## config.mk

```make
export PLATFORM = sky130hd
export DESIGN_NAME = fa_ha
export DESIGN_NICKNAME = d
export VERILOG_FILES = /design/src/rtl/fa_ha.sv
export SDC_FILE = /design/constraint.sdc
export NUM_CORES = 1
export LEC_CHECK = 0
export CAP_MARGIN = 20
export CORE_MARGIN = 2
export CORE_UTILIZATION = 41
export CTS_CLUSTER_SIZE = 28
export DETAILED_ROUTE_END_ITERATION = 12
export PLACE_DENSITY = 0.77
export SYNTH_ARGS = -nofsm -noshare
export SYNTH_HDL_FRONTEND = slang
export SYNTH_SLANG_ARGS = --single-unit
```

## constraint.sdc

```tcl
create_clock -name clk -period 2 [get_ports clk]
set_clock_uncertainty 0.15 [all_clocks]
set_input_delay 0.3 -clock clk [delete_from_list [all_inputs] [get_ports clk]]
set_output_delay 0.3 -clock clk [all_outputs]
set_load 0.05 [all_outputs]
```

## src/rtl/fa_ha.sv

```systemverilog
// Full adder built from two half adders, with a registered copy of the
// result, a saturating carry counter and a sticky self-check flag.

// Single-bit half adder: sum and carry of two bits.
module fa_ha_half (
    input  logic x,
    input  logic y,
    output logic sum,
    output logic carry
);

    assign sum   = x ^ y;
    assign carry = x & y;

endmodule

module fa_ha (
    input  logic       clk,
    input  logic       rst,
    input  logic       a,
    input  logic       b,
    input  logic       ci,
    output logic       s,
    output logic       co,
    output logic       s_q,
    output logic       co_q,
    output logic       q_valid,
    output logic [7:0] carry_cnt,
    output logic       mismatch
);

    localparam logic [7:0] CNT_MAX = 8'hFF;

    logic       p;
    logic       g1;
    logic       g2;

    logic [1:0] ref_sum;
    logic       ref_err;

    logic       sum_q;
    logic       sum_d;
    logic       cout_q;
    logic       cout_d;
    logic       vld_q;
    logic       vld_d;
    logic [7:0] cnt_q;
    logic [7:0] cnt_d;
    logic       err_q;
    logic       err_d;

    // First stage: propagate and generate from the two addend bits.
    fa_ha_half u_ha1 (
        .x     (a),
        .y     (b),
        .sum   (p),
        .carry (g1)
    );

    // Second stage: fold in the carry-in to form the final sum.
    fa_ha_half u_ha2 (
        .x     (p),
        .y     (ci),
        .sum   (s),
        .carry (g2)
    );

    assign co = g1 | g2;

    // Behavioral reference: popcount of the three input bits.
    always_comb begin
        ref_sum = {1'b0, a} + {1'b0, b} + {1'b0, ci};
        ref_err = 1'b0;
        if (ref_sum != {co, s}) begin
            ref_err = 1'b1;
        end
    end

    // Next-state: capture the adder result and update counter/flag.
    always_comb begin
        sum_d  = s;
        cout_d = co;
        vld_d  = 1'b1;
        cnt_d  = cnt_q;
        err_d  = err_q | ref_err;
        if (co && (cnt_q != CNT_MAX)) begin
            cnt_d = cnt_q + 8'd1;
        end
    end

    // State registers, cleared immediately on reset assertion.
    always_ff @(posedge clk or posedge rst) begin
        if (rst) begin
            sum_q  <= 1'b0;
            cout_q <= 1'b0;
            vld_q  <= 1'b0;
            cnt_q  <= 8'd0;
            err_q  <= 1'b0;
        end else begin
            sum_q  <= sum_d;
            cout_q <= cout_d;
            vld_q  <= vld_d;
            cnt_q  <= cnt_d;
            err_q  <= err_d;
        end
    end

    assign s_q       = sum_q;
    assign co_q      = cout_q;
    assign q_valid   = vld_q;
    assign carry_cnt = cnt_q;
    assign mismatch  = err_q;

endmodule

```

==> metrics.csv, run 1 <==
metric,value,unit
antenna_found_initial,0,
leakage,0.356,nW
synth_top_area_share,0.561,
clock-root-buffer,clkbuf_4,
vdd_ir_drop_max,0.973,mV
finalCritPeriodShare,0.980,
clk_transition_reported_paths,0.08,ns
grt_overflow_total,0,
grt_pass1_wl,1520,um
required,1.55,ns
syn_avg_cell_area,12.2,um^2
drt-total-wl,996,um
grt_usage,0.156,
drc,0,
port_buffers,18,
diodes,0,
worstSetupEndpointType,output pin,
ys.flop_type,dfrtp_1,
dieHeight,40.1,um
hold_slack,0.179,ns
reg2reg_from,carry_cnt[0],
synthToLayoutAreaGrowth,46.7,%
reg2reg_to,carry_cnt[6],
clock_sinks,12,
setup_viol,0,
vias,422,
grt_max_degree,13,
grt_pass1_vias,356,
maxSlewViolCount,0,
initial_core_util,0.428,
postCtsHoldBufs,0,
numCtsBuffers,3,
core-area,1250,um^2
rsz0062_at_grt,false,
synth_area,536,um^2
die_area,1610,um^2
critPathArrivalTime,1.51,ns
max_cap_viol_count,0,
ys_async_sr_fraction,1.00,
drive_above_1_share,0.333,
clk_latency,0.28,ns
nets,77,
cts_tree,done,
dp_hpwl,737,um
critPathKind,in -> out,
synth_most_common_cell,dfrtp_1,
syn_inst,44,
yosys-top-cells-count,"dfrtp_1, a21oi_1, inv_1",
worst-r2r-cell-count,4,
htreeDepth,1,
drt_iter0_drc,6,
post_cts_buffers,0,
wl_per_cell,11.9,um
gp_congestion,0.778,
viasPerCell,5.02,
rrSetupSlack,0.39,ns
ys_types,23,
yosysWarnings,0,
yosysTopAreaCell,dfrtp_1,
synth-edff-count,0,
period_needed,1.96,ns
ys_ff_latch,12,
synth_seq_area_share,0.561,
placedCellCount,80,
first_pass_iters,2,
fmax,510,MHz
final_cells,84,
max-clock-path-buffers,2,
finalHoldViolCount,0,
syn-num-nets,51,
hold_path.class,in -> async,
std_cell_rows,13,
cp-start-kind,input port,
critPathMaxFanout,4,
p_per_area,1680,nW/um^2
outcome,finished clean,
die_w,40.1,um
design.portCount,19,
synthTopCellsByArea,"dfrtp_1, mux2_2, fa_1",
ant_nets,0,
==> final cells by class <==
type | count | area (um^2)
fillers | 112 | 467
flip-flops and latches | 12 | 300
multi-input cells | 29 | 226
repair buffers | 21 | 193
clock buffers | 4 | 36.3
well taps | 15 | 18.8
inverters | 3 | 11.3
==> cells by family (layout without fill, tap and decap cells) <==
logic type | Yosys count | after routing | synth area share
compound gates | 7 | 7 | 0.0888
flops | 12 | 12 | 0.561
fa+ha+maj | 2 | 2 | 0.0607
mux | 3 | 3 | 0.0701
buf+inv | 3 | 28 | 0.0210
xor+xnor | 2 | 2 | 0.0327
other cells | 1 | 1 | 0.00700
simple gates | 14 | 14 | 0.159
==> sequential cells by signal, indices dropped and copies added, names as in the netlist <==
name       count
carry_cnt      8
mismatch       1
s_q            1
co_q           1
q_valid        1
==> worst max-delay path by stage <==
stage	slack, ns	startpoint	end
3_3_place_gp	-0.06	a	carry_cnt[1]
6_report	0.04	ci	co
3_5_place_dp	-0.09	a	carry_cnt[7]
4_1_cts	0.03	a	co
2_1_floorplan	0.03	a	carry_cnt[7]
5_1_grt	0.007	ci	co
==> through the flow <==
step | area (um^2) | TNS (ns) | total power, mW | utilization | setup slack [ns]
finish | 786 | 0 | 1.32 | 0.627 | 0.0402
global route | 786 | 0 | 1.40 | 0.627 | 0.00663
CTS | 786 | 0 | 1.33 | 0.627 | 0.0305
detailed placement | 747 | -0.290 | 1.13 | 0.596 | -0.0877
global placement | 747 | -0.175 | 1.12 | 0.596 | -0.0628
floorplan | 536 | 0 | 0.907 | - | 0.0286
==> where the power goes <==
group          switching [mW]  internal [mW]  leakage [nW]  total, mW
clock                  0.0810          0.111        0.0210      0.192
combinational           0.437          0.245         0.191      0.682
sequential              0.121          0.326         0.144      0.447
total                   0.639          0.682         0.356       1.32
==> repair_timing <==
item,4_1_cts,5_1_grt
endpoints found under the setup margin,1,1
cloned,0,0
resized for setup,1,0
pin swaps,0,1
==> critical path, stage by stage <==
cell and delay, ns:
clkdlybuf4s50_1 0.43, fa_2 0.43, buf_4 0.16, buf_4 0.18
==> cell usage in the layout, fill, tap and decap left out <==
master / n
nand3_1: 2
buf_4: 11
nor3_1: 1
and4_1: 1
o21a_1: 1
and3_1: 1
conb_1: 1
dfrtp_1: 12
mux2_4: 1
o21ai_2: 1
mux2_2: 2
fa_2: 1
clkbuf_8: 1
inv_1: 3
o211ai_1: 1
ha_1: 1
nor2_1: 2
and4_4: 1
a21oi_1: 3
nand4_1: 2
nand3_2: 1
xnor2_1: 2
nand2_1: 2
nand2b_1: 1
clkdlybuf4s50_1: 9
o2111ai_1: 1
buf_12: 1
clkbuf_4: 3
==> layer usage <==
| layer | vias up | GRT usage | part of all wire |
|---|---|---|---|
| met5 | - | 0 | 0 |
| met4 | 0 | 0.103 | 0.019 |
| met3 | 4 | 0.0833 | 0.078 |
| met2 | 14 | 0.222 | 0.42 |
| met1 | 194 | 0.180 | 0.48 |
| li1 | 210 | - | - |
No activity file was read; power rests on OpenSTA's default activity.
==> run 2, diff against run 1 <==
Settings changed: CORE_MARGIN 2 to 3, CORE_UTILIZATION 41 to 40, CTS_CLUSTER_DIAMETER set to 120, PLACE_DENSITY 0.77 to 0.76.
==> run 2 against run 1 <==
Sequential share of layout area is 0.78 points lower. Clock-buffer cell count stayed put. Worst setup slack better by 0.0087 ns. Critical path depth is 1 lower. Non-clock buffer count is 2 higher. Maximum frequency is 0.45% higher. Combinational power is 2% higher. Core utilization is 4.9 points higher. Critical path type unchanged. Sequential power hardly changed. Largest cell class unchanged. Register-to-register slack worse by 0.05 ns. Critical endpoint is now s.
==> metrics.csv, run 2 (same netlist as run 1, synthesis figures left out) <==
metric,value,unit,change
dp_hpwl,900,um,+22%
leakage,0.374,nW,+5.1%
hold_path.class,in -> async,,
clk_latency,0.28,ns,about the same
finalCritPeriodShare,0.976,,-0.00437
wl_per_cell,14.2,um,+20%
diodes,0,,unchanged
largest_reg_flops,8,,unchanged
die_area,1810,um^2,+13%
rsz0062_at_grt,false,,
tightest_slew,0.509,ns,
critPathArrivalTime,1.50,ns,about the same
clock-root-buffer,clkbuf_4,,
core-area,1190,um^2,-5.3%
clock_sinks,12,,unchanged
nets,79,,+2.6%
required,1.55,ns,about the same
critPathKind,in -> out,,
drt_iter0_drc,2,,-4
std_cell_rows,12,,-1
initial_core_util,0.451,,+0.0239
grt_overflow_total,0,,unchanged
fill_cells,95,,-15%
clk_transition_reported_paths,0.08,ns,about the same
layout_common_cells,"buf_4, dfrtp_1, clkdlybuf4s50_1",,
vdd_ir_drop_max,0.922,mV,-5.3%
period_needed,1.95,ns,-0.00873 ns
drt-total-wl,1210,um,+21%
dieHeight,42.6,um,+6.1%
grt_max_degree,13,,unchanged
outcome,finished clean,,
utilization,0.676,,+0.0488
postCtsHoldBufs,0,,unchanged
tns,0,ns,unchanged
drive_above_1_share,0.352,,+0.0188
cts_tree,done,,
fmax,513,MHz,+0.45%
max-slew-margin-rel,0.660,,
maxSlewViolCount,0,,unchanged
totalPowerFinal,1.34,mW,+1.7%
synthToLayoutAreaGrowth,49.8,%,
critPathMaxFanout,2,,-2
grt_pass1_wl,2130,um,+39%
vias,440,,+4.3%
ant_nets,0,,unchanged
grt_pass1_vias,466,,+31%
viasPerCell,5.18,,+3.0%
max_cap_viol_count,0,,unchanged
p_per_area,1670,nW/um^2,-0.38%
htreeDepth,1,,unchanged
gp_congestion,0.717,,-7.9%
final_common_cell,buf_4,,
first_pass_iters,4,,+2
setup_viol,0,,unchanged
cp-start-kind,input port,,
design.portCount,19,,unchanged
numCtsBuffers,3,,unchanged
port_buffers,18,,unchanged
drc,0,,unchanged
grt_usage,0.164,,+0.00727
die_w,42.6,um,+6.1%
antenna_found_initial,0,,unchanged
finalHoldViolCount,0,,unchanged
worstSetupEndpointType,output pin,,
max-clock-path-buffers,2,,unchanged
## run 2: cell types whose count changed in the layout (fill, tap and decap cells not counted)
cell             before  now
buf_4                11   13
dlymetal6s2s_1        0    1
clkdlybuf4s50_1       9    8
## run 2: report_power, final
part	internal, mW	switching [mW]	total, mW
Clock	0.111	0.0880	0.199
Sequential	0.326	0.122	0.448
Combinational	0.249	0.446	0.696
Total	0.686	0.657	1.34
## run 2: critical path, stage by stage
cell	delay, ns
clkdlybuf4s50_1	0.43
fa_2	0.62
buf_12	0.14
## run 2: final cells by class
| cell class | instances | area (um^2) | share of cell area |
|---|---|---|---|
| tap | 14 | 17.5 | 0.0218 |
| clock buffer | 4 | 36.3 | 0.0452 |
| timing repair buffer | 23 | 210 | 0.262 |
| multi-input combinational | 29 | 226 | 0.282 |
| inverter | 3 | 11.3 | 0.0140 |
| sequential | 12 | 300 | 0.374 |
## run 2: stage by stage
step | setup slack [ns] | hold slack [ns] | cells | instance area [um^2]
floorplan | 0.0286 | 0.0147 | 44 | 536
global placement | -0.0519 | 0.216 | 81 | 761
detailed placement | -0.0741 | 0.221 | 81 | 761
CTS | 0.0366 | 0.196 | 85 | 800
global route | 0.00699 | 0.217 | 85 | 802
finish | 0.0489 | 0.172 | 85 | 802
## run 2: timing repair
| item | CTS | global route |
|---|---|---|
| setup buffers | 0 | 0 |
| gates cloned | 0 | 0 |
| resized for setup | 1 | 1 |
| setup endpoints to repair | 1 | 1 |
## run 2: path summary, 6_finish.rpt
| path | start | endpoint | slack, ns | cells after the start |
|---|---|---|---|---|
| hold / removal | rst | mismatch | 0.17 | 2 |
| hold reg to reg | mismatch | mismatch | 0.23 | 0 |
| setup / recovery | a | s | 0.05 | 3 |
| setup reg to reg | carry_cnt[0] | carry_cnt[1] | 0.34 | 4 |
| max in group asynchronous | rst | carry_cnt[4] | 1.21 | 2 |
| min in group clk | mismatch | mismatch | 0.23 | 0 |
## run 2: metal layers
layer  up-vias  wire (um)  track usage
met5         -          0            0
li1        209          -            -
met1       213        493        0.177
met2        13        583        0.261
met3         5         90       0.0515
met4         0         36        0.124
